<file path="config.mk">
export PLATFORM = sky130hd
export DESIGN_NAME = lcd_pic_loader
export DESIGN_NICKNAME = d
export VERILOG_FILES = /design/src/rtl/lcd_pkg.sv /design/src/rtl/lcd_pix_pack.sv /design/src/rtl/lcd_pic_loader.sv
export SDC_FILE = /design/constraint.sdc
export NUM_CORES = 1
export LEC_CHECK = 0
export BUFFER_PORTS_ARGS = -buffer_cell sky130_fd_sc_hd__buf_2
export CAP_MARGIN = 30
export CELL_PAD_IN_SITES_DETAIL_PLACEMENT = 1
export CELL_PAD_IN_SITES_GLOBAL_PLACEMENT = 1
export CORE_ASPECT_RATIO = 0.5
export CORE_MARGIN = 2
export CORE_UTILIZATION = 45
export DETAILED_ROUTE_END_ITERATION = 12
export GPL_ROUTABILITY_DRIVEN = 0
export PLACE_DENSITY = 0.81
export SLEW_MARGIN = 5
export SYNTH_ARGS = -nofsm -noshare
export SYNTH_HDL_FRONTEND = slang
export SYNTH_SLANG_ARGS = --single-unit
</file>
<file path="constraint.sdc">
create_clock -name clk_in -period 2.7 [get_ports clk_in]
set_input_delay 0.135 -clock clk_in [delete_from_list [all_inputs] [get_ports clk_in]]
set_output_delay 0.135 -clock clk_in [all_outputs]
set_load 0.01 [all_outputs]
</file>
<file path="src/rtl/lcd_pkg.sv">
// rtl/lcd_pkg.sv - shared LCD picture constants, colours and loader state type
package lcd_pkg;

    localparam int PIC_SIZE  = 400;
    localparam int PIX_TOTAL = PIC_SIZE * PIC_SIZE;

    localparam logic [23:0] BLUE   = 24'h0000FF;
    localparam logic [23:0] YELLOW = 24'hFFFF00;
    localparam logic [23:0] GREEN  = 24'h00FF00;

    typedef enum logic [1:0] {
        IDLE = 2'd0,
        LOAD = 2'd1,
        DONE = 2'd2
    } ldr_state_e;

endpackage

</file>
<file path="src/rtl/lcd_pix_pack.sv">
// rtl/lcd_pix_pack.sv - packs R,G,B byte triples into one pixel, pulses on the B byte
module lcd_pix_pack #(
    parameter int PIX_W = 24
) (
    input  logic             clk_in,
    input  logic             sys_rst_n,
    input  logic             clr_i,
    input  logic             acc_i,
    input  logic [7:0]       byte_i,
    output logic             pix_valid_o,
    output logic [PIX_W-1:0] pix_o
);

    logic [1:0]       phase_q;
    logic [1:0]       phase_d;
    logic [PIX_W-9:0] hi_q;
    logic [PIX_W-9:0] hi_d;

    // Next phase and R/G capture; clear wins over an accept in the same cycle
    always_comb begin
        phase_d = phase_q;
        hi_d    = hi_q;
        if (clr_i) begin
            phase_d = 2'd0;
            hi_d    = '0;
        end else if (acc_i) begin
            case (phase_q)
                2'd0: begin
                    hi_d[PIX_W-9 -: 8] = byte_i;
                    phase_d            = 2'd1;
                end
                2'd1: begin
                    hi_d[7:0] = byte_i;
                    phase_d   = 2'd2;
                end
                default: phase_d = 2'd0;
            endcase
        end
    end

    // Phase counter and upper-bytes assembly register
    always_ff @(posedge clk_in or negedge sys_rst_n) begin
        if (!sys_rst_n) begin
            phase_q <= 2'd0;
            hi_q    <= '0;
        end else begin
            phase_q <= phase_d;
            hi_q    <= hi_d;
        end
    end

    // The B byte completes the pixel combinationally so the caller can register it
    assign pix_valid_o = acc_i && !clr_i && (phase_q == 2'd2);
    assign pix_o       = {hi_q, byte_i};

endmodule

</file>
<file path="src/rtl/lcd_pic_loader.sv">
// rtl/lcd_pic_loader.sv - byte stream to picture RAM loader (optional LCD_PIC_LOADER_CKSUM_EN)
module lcd_pic_loader #(
    parameter int PIC_SIZE = lcd_pkg::PIC_SIZE,
    parameter int ADDR_W   = 18,
    parameter int PIX_W    = 24
) (
    input  logic              clk_in,
    input  logic              sys_rst_n,
    input  logic              start,
    input  logic [7:0]        s_data,
    input  logic              s_valid,
    output logic              s_ready,
    output logic              wr_en,
    output logic [ADDR_W-1:0] wr_addr,
    output logic [PIX_W-1:0]  wr_data,
    output logic              busy,
    output logic              done
`ifdef LCD_PIC_LOADER_CKSUM_EN
    ,
    output logic [15:0]       cksum
`endif
);

    import lcd_pkg::*;

    localparam int                PIX_TOT   = PIC_SIZE * PIC_SIZE;
    localparam logic [ADDR_W-1:0] LAST_ADDR = ADDR_W'(PIX_TOT - 1);

    ldr_state_e        state_q;
    logic [ADDR_W-1:0] cnt_q;
    logic              wr_en_q;
    logic [ADDR_W-1:0] wr_addr_q;
    logic [PIX_W-1:0]  wr_data_q;
    logic              done_q;

    logic              load_w;
    logic              acc_w;
    logic              pix_valid_w;
    logic [PIX_W-1:0]  pix_w;

    assign load_w = (state_q == LOAD);
    // A byte arriving together with start belongs to the abandoned load
    assign acc_w  = s_valid && load_w && !start;

    lcd_pix_pack #(
        .PIX_W(PIX_W)
    ) u_pack (
        .clk_in     (clk_in),
        .sys_rst_n  (sys_rst_n),
        .clr_i      (start),
        .acc_i      (acc_w),
        .byte_i     (s_data),
        .pix_valid_o(pix_valid_w),
        .pix_o      (pix_w)
    );

    // Loader FSM: pixel counter, one-cycle RAM write strobe and completion flag
    always_ff @(posedge clk_in or negedge sys_rst_n) begin
        if (!sys_rst_n) begin
            state_q   <= IDLE;
            cnt_q     <= '0;
            wr_en_q   <= 1'b0;
            wr_addr_q <= '0;
            wr_data_q <= '0;
            done_q    <= 1'b0;
        end else begin
            wr_en_q <= 1'b0;
            if (start) begin
                state_q <= LOAD;
                cnt_q   <= '0;
                done_q  <= 1'b0;
            end else if (pix_valid_w) begin
                wr_en_q   <= 1'b1;
                wr_addr_q <= cnt_q;
                wr_data_q <= pix_w;
                if (cnt_q == LAST_ADDR) begin
                    state_q <= DONE;
                    done_q  <= 1'b1;
                    cnt_q   <= '0;
                end else begin
                    cnt_q <= cnt_q + 1'b1;
                end
            end
        end
    end

    assign s_ready = load_w;
    assign busy    = load_w;
    assign wr_en   = wr_en_q;
    assign wr_addr = wr_addr_q;
    assign wr_data = wr_data_q;
    assign done    = done_q;

`ifdef LCD_PIC_LOADER_CKSUM_EN
    logic [15:0] cksum_q;

    // Running 16-bit sum of accepted bytes, restarted by start
    always_ff @(posedge clk_in or negedge sys_rst_n) begin
        if (!sys_rst_n) begin
            cksum_q <= 16'd0;
        end else if (start) begin
            cksum_q <= 16'd0;
        end else if (acc_w) begin
            cksum_q <= cksum_q + {8'd0, s_data};
        end
    end

    assign cksum = cksum_q;
`endif

endmodule
</file>
==> flow_summary.yaml, run 1 <==
status:
  status: "complete, no violations"
power:
  pwr-share-comb: 0.078
  irDropWorstVdd_uv: 305
  leakagePower_nw: 2.23
  switching_share: 0.230
  p_int_mw: 2.19
  pwr-share-seq: 0.459
  powerDensity_nw_per_um2: 683
  p_switching_mw: 0.655
  p_clk_frac: 0.462
timing:
  finalCriticalPeriod_ns: 2.00
  finalHoldViolations: 0
  finalMaxSlewViolations: 0
  clock_skew_ns: 0.00694
  worst_slew_pin_slew_ns: 0.891
  setup_viol: 0
  relSlewSlack: 0.403
  grt_setup_unrepaired: "false"
  tns_ns: 0
  fin_hold_ws_ns: 0.0359
  period_share: 0.742
  fmax_mhz: 499
die:
  pin_count: 58
  die_y_um: 65.9
  die-area_sq_um: 8430
  initial_core_util: 0.468
  die_w_um: 128
  core_sq_um: 7380
  rows: 22
clocking:
  cts_setup_buffers: 0
  cts_resized: 0
  cts_made_buffers: 9
  clk_pin_slew_ns: 0.06
  cts_sinks: 81
  clockRootBuffer: "clkbuf_16"
  cts_buffer_depth: 2
  cts_tree: "done"
  clock_latency_ns: 0.34
  htree_levels: 3
worst_setup_path:
  crit_path_max_fanout: 26
  cpPeakStageDelay_ns: 0.60
  arrival_ns: 2.28
  rr_startpoint: "state_q[1]$_DFFE_PN0P_"
  path_class: "reg2reg"
  crit_path_top_delay_cell: "or4b_1"
  startpoint_type: "flop"
  regToRegSetupSlack_ns: 0.70
  crit_path_end: "cnt_q[15]$_DFFE_PN0P_"
  critPathLaunch: "state_q[1]$_DFFE_PN0P_"
  crit_top_cell: "nand3_1"
  reg2reg_depth: 6
  required_ns: 2.98
  cpLargestDelayFamily: "simple AND/OR/NAND/NOR gates"
  worstReg2RegEnd: "cnt_q[15]$_DFFE_PN0P_"
  worstPathCellList: "nand3b_4, or4b_1, inv_6, buf_4, nand3_1, nand3_1"
  path_buf_inv: 2
  endpoint_kind: "flop"
  cp.depth: 6
detailed_routing:
  drtIter0Drc: 230
  drt_pre_antenna_iters: 4
  viasPerCell: 5.31
  routed_wl_um: 8500
  drc: 0
  vias: 2740
  wl_per_cell_um: 16.5
  ant_nets: 0
final_layout:
  layout.nets: 428
  diodes: 0
  n_fill_cell: 849
  syn_to_final_growth_pct: 20.6
  drive_gt1_frac: 0.205
synthesis:
  ys_seq_area_frac: 0.587
  syn_area_sq_um: 3450
  synth_largest_area_cell: "dfrtp_1"
  netlist_top_cells_count: "nand2_1 (137), dfrtp_1 (81), a21oi_1 (17), mux2i_1 (16), nor2_1 (16)"
  ys_ff_latch: 81
  async_reset_ff_frac: 1.00
  avgSynthCellArea_sq_um: 9.57
  syn-num-nets: 374
  synth_top_flop_cell: "dfrtp_1"
  ys_top_cells_by_area: "dfrtp_1 (59%), nand2_1 (15%), mux2i_1 (4.6%), a21oi_1 (2.5%), or3_1 (1.8%)"
  syn_inst: 361
  yosysUniqueCellTypes: 35
  synth_enable_flop_cells: 0
  yosysTopAreaCellShare: 0.587
  yosysWarningCount: 0
  synth.most_common_cell: "nand2_1"
grt:
  grt_pass1_vias: 2890
  track_usage: 0.227
  grt_antenna_before_repair: 0
  grt_max_degree: 82
  grt_pass1_wl_um: 14400
  globalRoute.totalOverflow: 0
place:
  dpl.hpwl_um: 5540
  portBuffers: 57
min_path:
  hp-class: "in2reg"
run:
  maxCapViolCount: 0
[state kept, by name, summed over array words and instances (netlist names)]
| register | cells |
|---|---|
| wr_data | 24 |
| cnt_q | 18 |
| wr_addr | 18 |
| u_pack.hi_q | 16 |
| state_q | 2 |
| u_pack.phase_q | 2 |
| wr_en | 1 |
[worst register-to-register path, cell delays in order, from the launching register on]
cell and delay, ns:
dfrtp_1 0.40, nand3b_4 0.19, or4b_1 0.60, inv_6 0.21, buf_4 0.32, nand3_1 0.13
nand3_1 0.09
[repair_timing]
| action | in CTS | in global routing |
|---|---|---|
| hold buffers | 0 | 1 |
| endpoints found under the hold margin | 0 | 20 |
| setup endpoints to repair | 0 | 0 |
[cells by family (layout without fill, tap and decap cells)]
logic type,count (synthesis),count (layout),share of synthesized area
buffers and inverters,27,86,0.0377
adder cells (fa/ha/maj),1,1,0.00362
AND/OR/NAND/NOR,196,196,0.254
flip-flops,81,81,0.587
AO/OA/AOI/OAI,40,40,0.0717
multiplexers,16,16,0.0464
[stage by stage]
step / worst slack [ns] / area, sq um / total power, mW / utilization / instances
global placement: 0.681 / 3790 / 1.53 / 0.514 / 497
detailed placement: 0.542 / 3790 / 1.55 / 0.514 / 497
global route: 0.555 / 4160 / 2.96 / 0.564 / 516
floorplan: 0.906 / 3450 / 1.44 / - / 361
finish: 0.696 / 4160 / 2.85 / 0.564 / 516
CTS: 0.519 / 4120 / 2.87 / 0.558 / 513
[power groups by stage]
stage	Combinational (mW)	Sequential, mW	Clock (mW)
detailed placement	0.216	1.33	0
CTS	0.220	1.31	1.34
finish	0.223	1.31	1.32
global route	0.251	1.32	1.39
floorplan	0.0896	1.35	0
global placement	0.208	1.32	0
[cell type report]
cell class              instances  area [sq um]  share of cell area
inverters                       6          27.5             0.00661
multi-input cells             253          1300               0.313
clock inverters                 5          78.8              0.0189
well taps                      96           120              0.0288
flip-flops and latches         81          2030               0.487
clock buffers                  11           243              0.0583
repair buffers                 64           367              0.0880
[per-layer routing]
layer,global-route usage,vias to the layer above,share of wire
met3,0.0712,8,0.043
met2,0.375,51,0.49
li1,-,1308,-
met4,0.0659,0,0.011
met1,0.291,1373,0.46
met5,0,-,0
[placed cells by master (no fill, tap or decap), drive strengths merged]
master	n
buf	63
nor2	16
bufinv	2
and2	1
or3	10
or4b	2
o21ai	11
a41o	2
clkbuf	11
inv	6
clkinv	3
dlygate4sd3	1
o31ai	6
a21o	1
nand3b	1
nand4	5
o2bb2a	1
or4	6
ha	1
nand3	8
nor3	1
dfrtp	81
and2b	1
a22oi	1
and4	3
nor4	1
mux2i	16
a41oi	1
nand2	138
a21oi	17
or2	1
and3	2
[how the worst min path moves through the flow]
stage                     cells after the start  startpoint                 endpoint  slack [ns]
after floorplan                               0   sys_rst_n     cnt_q[0]$_DFFE_PN0P_       -0.16
after global placement                        1   sys_rst_n   wr_addr[4]$_DFFE_PN0P_        0.35
after detailed placement                      1   sys_rst_n   wr_addr[5]$_DFFE_PN0P_        0.38
after CTS                                     1   sys_rst_n  wr_addr[12]$_DFFE_PN0P_        0.01
after global routing                          3   s_data[5]   wr_data[5]$_DFFE_PN0P_        0.04
final                                         3   s_data[4]   wr_data[4]$_DFFE_PN0P_        0.04
Power figures use the tool's default switching activity.
==> inputs of run 2 (changes only) <==
--- a/config.mk
+++ b/config.mk
@@ -5,16 +5,17 @@
 export SDC_FILE = /design/constraint.sdc
 export NUM_CORES = 1
 export LEC_CHECK = 0
+export ABC_AREA = 1
 export BUFFER_PORTS_ARGS = -buffer_cell sky130_fd_sc_hd__buf_2
 export CAP_MARGIN = 30
 export CELL_PAD_IN_SITES_DETAIL_PLACEMENT = 1
 export CELL_PAD_IN_SITES_GLOBAL_PLACEMENT = 1
 export CORE_ASPECT_RATIO = 0.5
 export CORE_MARGIN = 2
-export CORE_UTILIZATION = 45
+export CORE_UTILIZATION = 42
 export DETAILED_ROUTE_END_ITERATION = 12
 export GPL_ROUTABILITY_DRIVEN = 0
-export PLACE_DENSITY = 0.81
+export PLACE_DENSITY = 0.77
 export SLEW_MARGIN = 5
 export SYNTH_ARGS = -nofsm -noshare
 export SYNTH_HDL_FRONTEND = slang
==> constraint.sdc (replaced) <==
create_clock -name clk_in -period 1.9 [get_ports clk_in]
set_input_delay 0.095 -clock clk_in [delete_from_list [all_inputs] [get_ports clk_in]]
set_output_delay 0.095 -clock clk_in [all_outputs]
set_load 0.01 [all_outputs]
==> flow_summary.yaml, run 2 <==
synthesis:
  async_reset_ff_frac: 1.00
  synth.most_common_cell: "nand2_1"
  avgSynthCellArea_sq_um: 8.60
  yosysWarningCount: 0
  netlist_top_cells_count: "nand2_1 (130), dfrtp_1 (81), inv_1 (53), o21ai_0 (35), nor2_1 (33)"
  ys_seq_area_frac: 0.548
  syn_inst: 430
  synth_enable_flop_cells: 0
  synth_largest_area_cell: "dfrtp_1"
  syn-num-nets: 443
  ys_ff_latch: 81
  syn_area_sq_um: 3700
  ys_top_cells_by_area: "dfrtp_1 (55%), nand2_1 (13%), inv_1 (5.4%), o21ai_0 (4.7%), nor2_1 (3.4%)"
  synth_top_flop_cell: "dfrtp_1"
  yosysUniqueCellTypes: 29
  yosysTopAreaCellShare: 0.548
final_layout:
  final_core_util: 0.514
  syn_to_final_growth_pct: 19.9
  diodes: 0
  n_fill_cell: 1064
  drive_gt1_frac: 0.206
  layout.nets: 502
  largest_reg_flops: 24
  mostFrequentLayoutCell: "nand2_1"
  mostFrequentLayoutCells: "nand2_1 (130), dfrtp_1 (81), buf_2 (56), inv_1 (53), o21ai_0 (35)"
grt:
  grt_antenna_before_repair: 0
  track_usage: 0.208
  grt_pass1_vias: 3117
  globalRoute.totalOverflow: 0
  grt_max_degree: 82
  grt_pass1_wl_um: 15400
power:
  powerDensity_nw_per_um2: 973
  irDropWorstVdd_uv: 461
  leakagePower_nw: 2.28
status:
  status: "complete, no violations"
clocking:
  cts_resized: 0
  cts_tree: "done"
  hold_buffers: 1
  cts_sinks: 81
  htree_levels: 3
  clk_pin_slew_ns: 0.06
  clock_latency_ns: 0.34
  clockRootBuffer: "clkbuf_16"
  cts_made_buffers: 9
  cts_setup_buffers: 0
  cts_buffer_depth: 2
timing:
  finalMaxSlewViolations: 0
  grt_setup_unrepaired: "false"
  finalCriticalPeriod_ns: 1.67
  period_share: 0.878
  finalHoldViolations: 0
  setup_viol: 0
  clock_skew_ns: 0.00562
  worst_slew_pin_slew_ns: 0.534
  tns_ns: 0
  fmax_mhz: 599
  relSlewSlack: 0.643
min_path:
  hold_start: "s_data[7]"
  hp-class: "in2reg"
detailed_routing:
  viasPerCell: 4.91
  ant_nets: 0
  wl_per_cell_um: 14.6
  routed_wl_um: 8930
  drtIter0Drc: 121
  drc: 0
  drt_pre_antenna_iters: 4
  vias: 3001
die:
  rows: 24
  die-area_sq_um: 9610
  initial_core_util: 0.429
  core_sq_um: 8620
  pin_count: 58
  die_w_um: 137
  die_y_um: 70.3
worst_setup_path:
  path_class: "reg2reg"
  crit_path_max_fanout: 7
  worstPathCellList: "ha_1, nand3_2, nor2_2, nand3_1, nand2_1, nand2_2, clkinv_4, nor2_1"
  critPathLaunch: "cnt_q[0]$_DFFE_PN0P_"
  endpoint_kind: "flop"
  startpoint_type: "flop"
  cpPeakStageDelay_ns: 0.48
  required_ns: 2.13
  crit_path_top_delay_cell: "dfrtp_1"
  path_buf_inv: 1
  cpLargestDelayFamily: "simple AND/OR/NAND/NOR gates"
  rr_startpoint: "cnt_q[0]$_DFFE_PN0P_"
  regToRegSetupSlack_ns: 0.23
  arrival_ns: 1.90
place:
  portBuffers: 57
  dpl.hpwl_um: 6210
run:
  maxCapViolCount: 0
-- run 2: path summary, 6_finish.rpt --
| kind | end | depth (start not counted) |
|---|---|---|
| max reg2reg | cnt_q[5]$_DFFE_PN0P_ | 8 |
| min reg2reg | wr_addr[4]$_DFFE_PN0P_ | 2 |
| max | cnt_q[5]$_DFFE_PN0P_ | 8 |
| min in group asynchronous | cnt_q[15]$_DFFE_PN0P_ | 3 |
| max in group asynchronous | state_q[1]$_DFFE_PN0P_ | 3 |
| min | wr_data[7]$_DFFE_PN0P_ | 3 |
-- run 2: worst min-delay path, stage by stage --
cell and delay, ns:
buf_2 0.07, inv_1 0.05, o21ai_1 0.12
-- run 2: layer usage --
metal	vias to the layer above	routed length, um	global-route usage
li1	1463	-	-
met1	1482	4200	0.277
met2	43	4310	0.336
met3	13	305	0.0574
met4	0	115	0.0521
met5	-	0	0
-- run 2: area by class of cell --
type	instances	area, sq um	share of cell area
sequential	81	2030	0.457
multi-input combinational	279	1340	0.302
timing repair buffer	63	360	0.0813
clock buffer	11	243	0.0548
inverter	55	211	0.0477
tap	117	146	0.0330
clock inverter	5	103	0.0232
-- run 2: report_power, final --
part           switching (mW)  internal, mW
combinational           0.254         0.148
sequential             0.0596          1.85
clock                   0.679          1.32
-- run 2: cells by family after synthesis --
group | count (synthesis) | synth area share
xor gates and xnor gates | 6 | 0.0142
and+or+nand+nor | 210 | 0.253
DFF | 81 | 0.548
AOI/OAI and AO/OA | 62 | 0.0921
adders and majority gates | 1 | 0.00338
buffers and inverters | 70 | 0.0890
-- run 2: metrics by stage --
| step | cell area [sq um] | instances | worst slack, ns | hold slack, ns | power [mW] |
|---|---|---|---|---|---|
| floorplan | 3700 | 430 | 0.504 | -0.201 | 2.15 |
| global placement | 4080 | 594 | 0.303 | 0.160 | 2.33 |
| detailed placement | 4080 | 594 | 0.240 | 0.167 | 2.35 |
| CTS | 4430 | 611 | 0.231 | 0.0397 | 4.37 |
| global route | 4430 | 611 | 0.0395 | 0.0639 | 4.50 |
| finish | 4430 | 611 | 0.231 | 0.0426 | 4.31 |
==> inputs of run 3 (changes only) <==
--- a/config.mk
+++ b/config.mk
@@ -11,12 +11,12 @@
 export CELL_PAD_IN_SITES_DETAIL_PLACEMENT = 1
 export CELL_PAD_IN_SITES_GLOBAL_PLACEMENT = 1
 export CORE_ASPECT_RATIO = 0.5
-export CORE_MARGIN = 2
 export CORE_UTILIZATION = 42
 export DETAILED_ROUTE_END_ITERATION = 12
 export GPL_ROUTABILITY_DRIVEN = 0
-export PLACE_DENSITY = 0.77
+export PLACE_DENSITY = 0.78
 export SLEW_MARGIN = 5
 export SYNTH_ARGS = -nofsm -noshare
 export SYNTH_HDL_FRONTEND = slang
+export SYNTH_HIERARCHICAL = 1
 export SYNTH_SLANG_ARGS = --single-unit
==> flow_summary.yaml, run 3 <==
power:
  pwr-share-seq: 0.440
  leakagePower_nw: 2.59
  finalPower_mw: 4.02
  p_switching_mw: 0.896
  p_clk_frac: 0.505
  p_int_mw: 3.12
  irDropWorstVdd_uv: 420
  powerDensity_nw_per_um2: 812
  switching_share: 0.223
  pwr-share-comb: 0.055
synthesis:
  syn-num-nets: 475
  synth_top_flop_cell: "dfrtp_1"
  synth_largest_area_cell: "dfrtp_1"
  netlist_top_cells_count: "nand2_1 (182), dfrtp_1 (81), nor2_1 (40), inv_1 (36), nand3_1 (32)"
  syn_inst: 462
  syn_area_sq_um: 3720
  yosysWarningCount: 6
  ys_ff_latch: 81
  async_reset_ff_frac: 1.00
  synth_enable_flop_cells: 0
  yosysTopAreaCellShare: 0.545
  ys_top_cells_by_area: "dfrtp_1 (54%), nand2_1 (18%), nand3_1 (4.3%), nor2_1 (4.0%), inv_1 (3.6%)"
  synth.most_common_cell: "nand2_1"
  ys_seq_area_frac: 0.545
  yosysUniqueCellTypes: 24
  avgSynthCellArea_sq_um: 8.06
timing:
  grt_setup_unrepaired: "true"
  relSlewSlack: 0.618
  worst_slew_pin_slew_ns: 0.569
  finalMaxSlewViolations: 0
  setup_viol: 54
  finalCriticalPeriod_ns: 2.03
  clock_skew_ns: 0.00703
  setup_ws_ns: -0.128
  period_share: 1.07
  fmax_mhz: 493
  finalHoldViolations: 0
die:
  rows: 23
  die_w_um: 135
  pin_count: 58
  die-area_sq_um: 9270
  core_sq_um: 8290
  die_y_um: 68.6
  initial_core_util: 0.449
clocking:
  cts_sinks: 81
  clock_latency_ns: 0.34
  cts_buffer_depth: 2
  htree_levels: 3
  cts_made_buffers: 9
  clk_pin_slew_ns: 0.06
  cts_tree: "done"
  clockRootBuffer: "clkbuf_16"
final_layout:
  drive_gt1_frac: 0.283
  mostFrequentLayoutCell: "nand2_1"
  layout.nets: 567
  stdcell_count: 671
  diodes: 0
  mostFrequentLayoutCells: "nand2_1 (176), dfrtp_1 (81), buf_2 (56), inv_1 (34), nor2_1 (30)"
  n_fill_cell: 1018
  syn_to_final_growth_pct: 32.9
  largest_reg_flops: 24
min_path:
  hold_start: "start"
  hp-class: "in2reg"
  worstHoldPathCells: 3
  min_to: "state_q[0]$_DFFE_PN0P_"
grt:
  globalRoute.totalOverflow: 0
  met2_usage: 0.478
  met1_usage: 0.293
  busiest_layer: "met2"
  grt_pass1_vias: 3506
  track_usage: 0.255
  grt_pass1_wl_um: 17400
  grt_antenna_before_repair: 0
  grt_max_degree: 48
  gr-usage-met3: 0.0548
worst_setup_path:
  startpoint_type: "flop"
  required_ns: 2.13
  regToRegSetupSlack_ns: -0.13
  worstReg2RegEnd: "cnt_q[7]$_DFFE_PN0P_"
  reg2reg_depth: 14
  path_class: "reg2reg"
  arrival_ns: 2.26
  endpoint_kind: "flop"
  crit_path_max_fanout: 7
  rr_startpoint: "done$_DFFE_PN0P_"
detailed_routing:
  wl_per_cell_um: 17.4
  drc: 0
  ant_nets: 0
  viasPerCell: 5.07
  routed_wl_um: 11700
  vias: 3400
  drtIter0Drc: 203
  drt_pre_antenna_iters: 4
status:
  violations: "negative setup slack"
  status: "complete, but fails checks"
place:
  dpl.hpwl_um: 6940
  portBuffers: 57
  dp.cells: 630
run:
  maxCapViolCount: 0
## run 3: changes by cell type after synthesis, sizes merged, moves of 4 or more
cell   change
a21oi      -4
nand4      -6
nor2       +8
nand3     +17
nand2     +57
o21ai     -27
buf        +7
inv       -14
## run 3: worst max-delay path, cell delays in order, from the launching register on
cell and delay (ns):
dfrtp_1 0.44, nor2_4 0.13, nand2_2 0.09, nor2_4 0.12
inv_2 0.07, nor2_4 0.11, nand2_2 0.09, nor2_4 0.17
nor2_4 0.06, buf_6 0.14, nor2_4 0.12, nand2_4 0.08
nor2_4 0.08, xor2_1 0.16, nor2_1 0.06
## run 3: timing repair
| action | CTS | global route |
|---|---|---|
| resized for setup | 10 | 36 |
| hold endpoints to repair | 89 | 0 |
| endpoints found under the setup margin | 38 | 57 |
| cloned | 0 | 1 |
| pin swaps | 9 | 13 |
| hold buffers | 9 | 0 |
| setup buffers | 9 | 6 |
## run 3: cell families (layout without fill, tap and decap cells)
group / count (synthesis) / after routing / share of synthesized area
simple gates: 281 / 281 / 0.321
fa+ha+maj: 1 / 1 / 0.00336
compound gates: 33 / 33 / 0.0457
buf+inv: 63 / 160 / 0.0783
xor+xnor: 3 / 3 / 0.00706
flops: 81 / 81 / 0.545
## run 3: power by group through the flow
stage               Combinational, mW  Sequential, mW  Clock [mW]
floorplan                      0.0803            1.80           0
global placement                0.171            1.80           0
detailed placement              0.175            1.80           0
CTS                             0.205            1.77        2.03
global route                    0.243            1.77        2.11
finish                          0.221            1.77        2.03
## run 3: metal layers
| layer | part of all wire | wire length (um) | up-vias |
|---|---|---|---|
| met5 | 0 | 0 | - |
| met4 | 0.016 | 182 | 0 |
| met3 | 0.025 | 294 | 17 |
| met2 | 0.53 | 6230 | 56 |
| met1 | 0.43 | 5000 | 1721 |
| li1 | - | - | 1606 |
## run 3: layout make-up
type | count | area, sq um | area share
clock buffers | 10 | 229 | 0.0463
clock inverters | 6 | 115 | 0.0233
inverters | 42 | 166 | 0.0336
multi-input cells | 318 | 1540 | 0.312
flip-flops and latches | 81 | 2030 | 0.410
well taps | 112 | 140 | 0.0283
repair buffers | 102 | 729 | 0.147
## run 3: worst max path at each step
stage / from / endpoint / cells after the start
after global routing: state_q[0]$_DFFE_PN0P_ / cnt_q[4]$_DFFE_PN0P_ / 15
after floorplan: done$_DFFE_PN0P_ / wr_addr[1]$_DFFE_PN0P_ / 14
after detailed placement: state_q[0]$_DFFE_PN0P_ / cnt_q[12]$_DFFE_PN0P_ / 16
final: done$_DFFE_PN0P_ / cnt_q[7]$_DFFE_PN0P_ / 14
after CTS: done$_DFFE_PN0P_ / cnt_q[12]$_DFFE_PN0P_ / 15
after global placement: state_q[0]$_DFFE_PN0P_ / cnt_q[12]$_DFFE_PN0P_ / 16
## run 3: stage by stage
step | utilization | area (sq um) | hold slack [ns] | setup WS (ns) | TNS, ns
after CTS | 0.577 | 4790 | 0.131 | 0.00638 | 0
after global routing | 0.597 | 4950 | 0.154 | -0.201 | -6.94
after floorplan | - | 3780 | -0.201 | -0.0256 | -0.327
final | 0.597 | 4950 | 0.114 | -0.128 | -2.70
after global placement | 0.512 | 4250 | -0.0344 | 0.0120 | 0
after detailed placement | 0.512 | 4250 | -0.0329 | -0.168 | -0.814
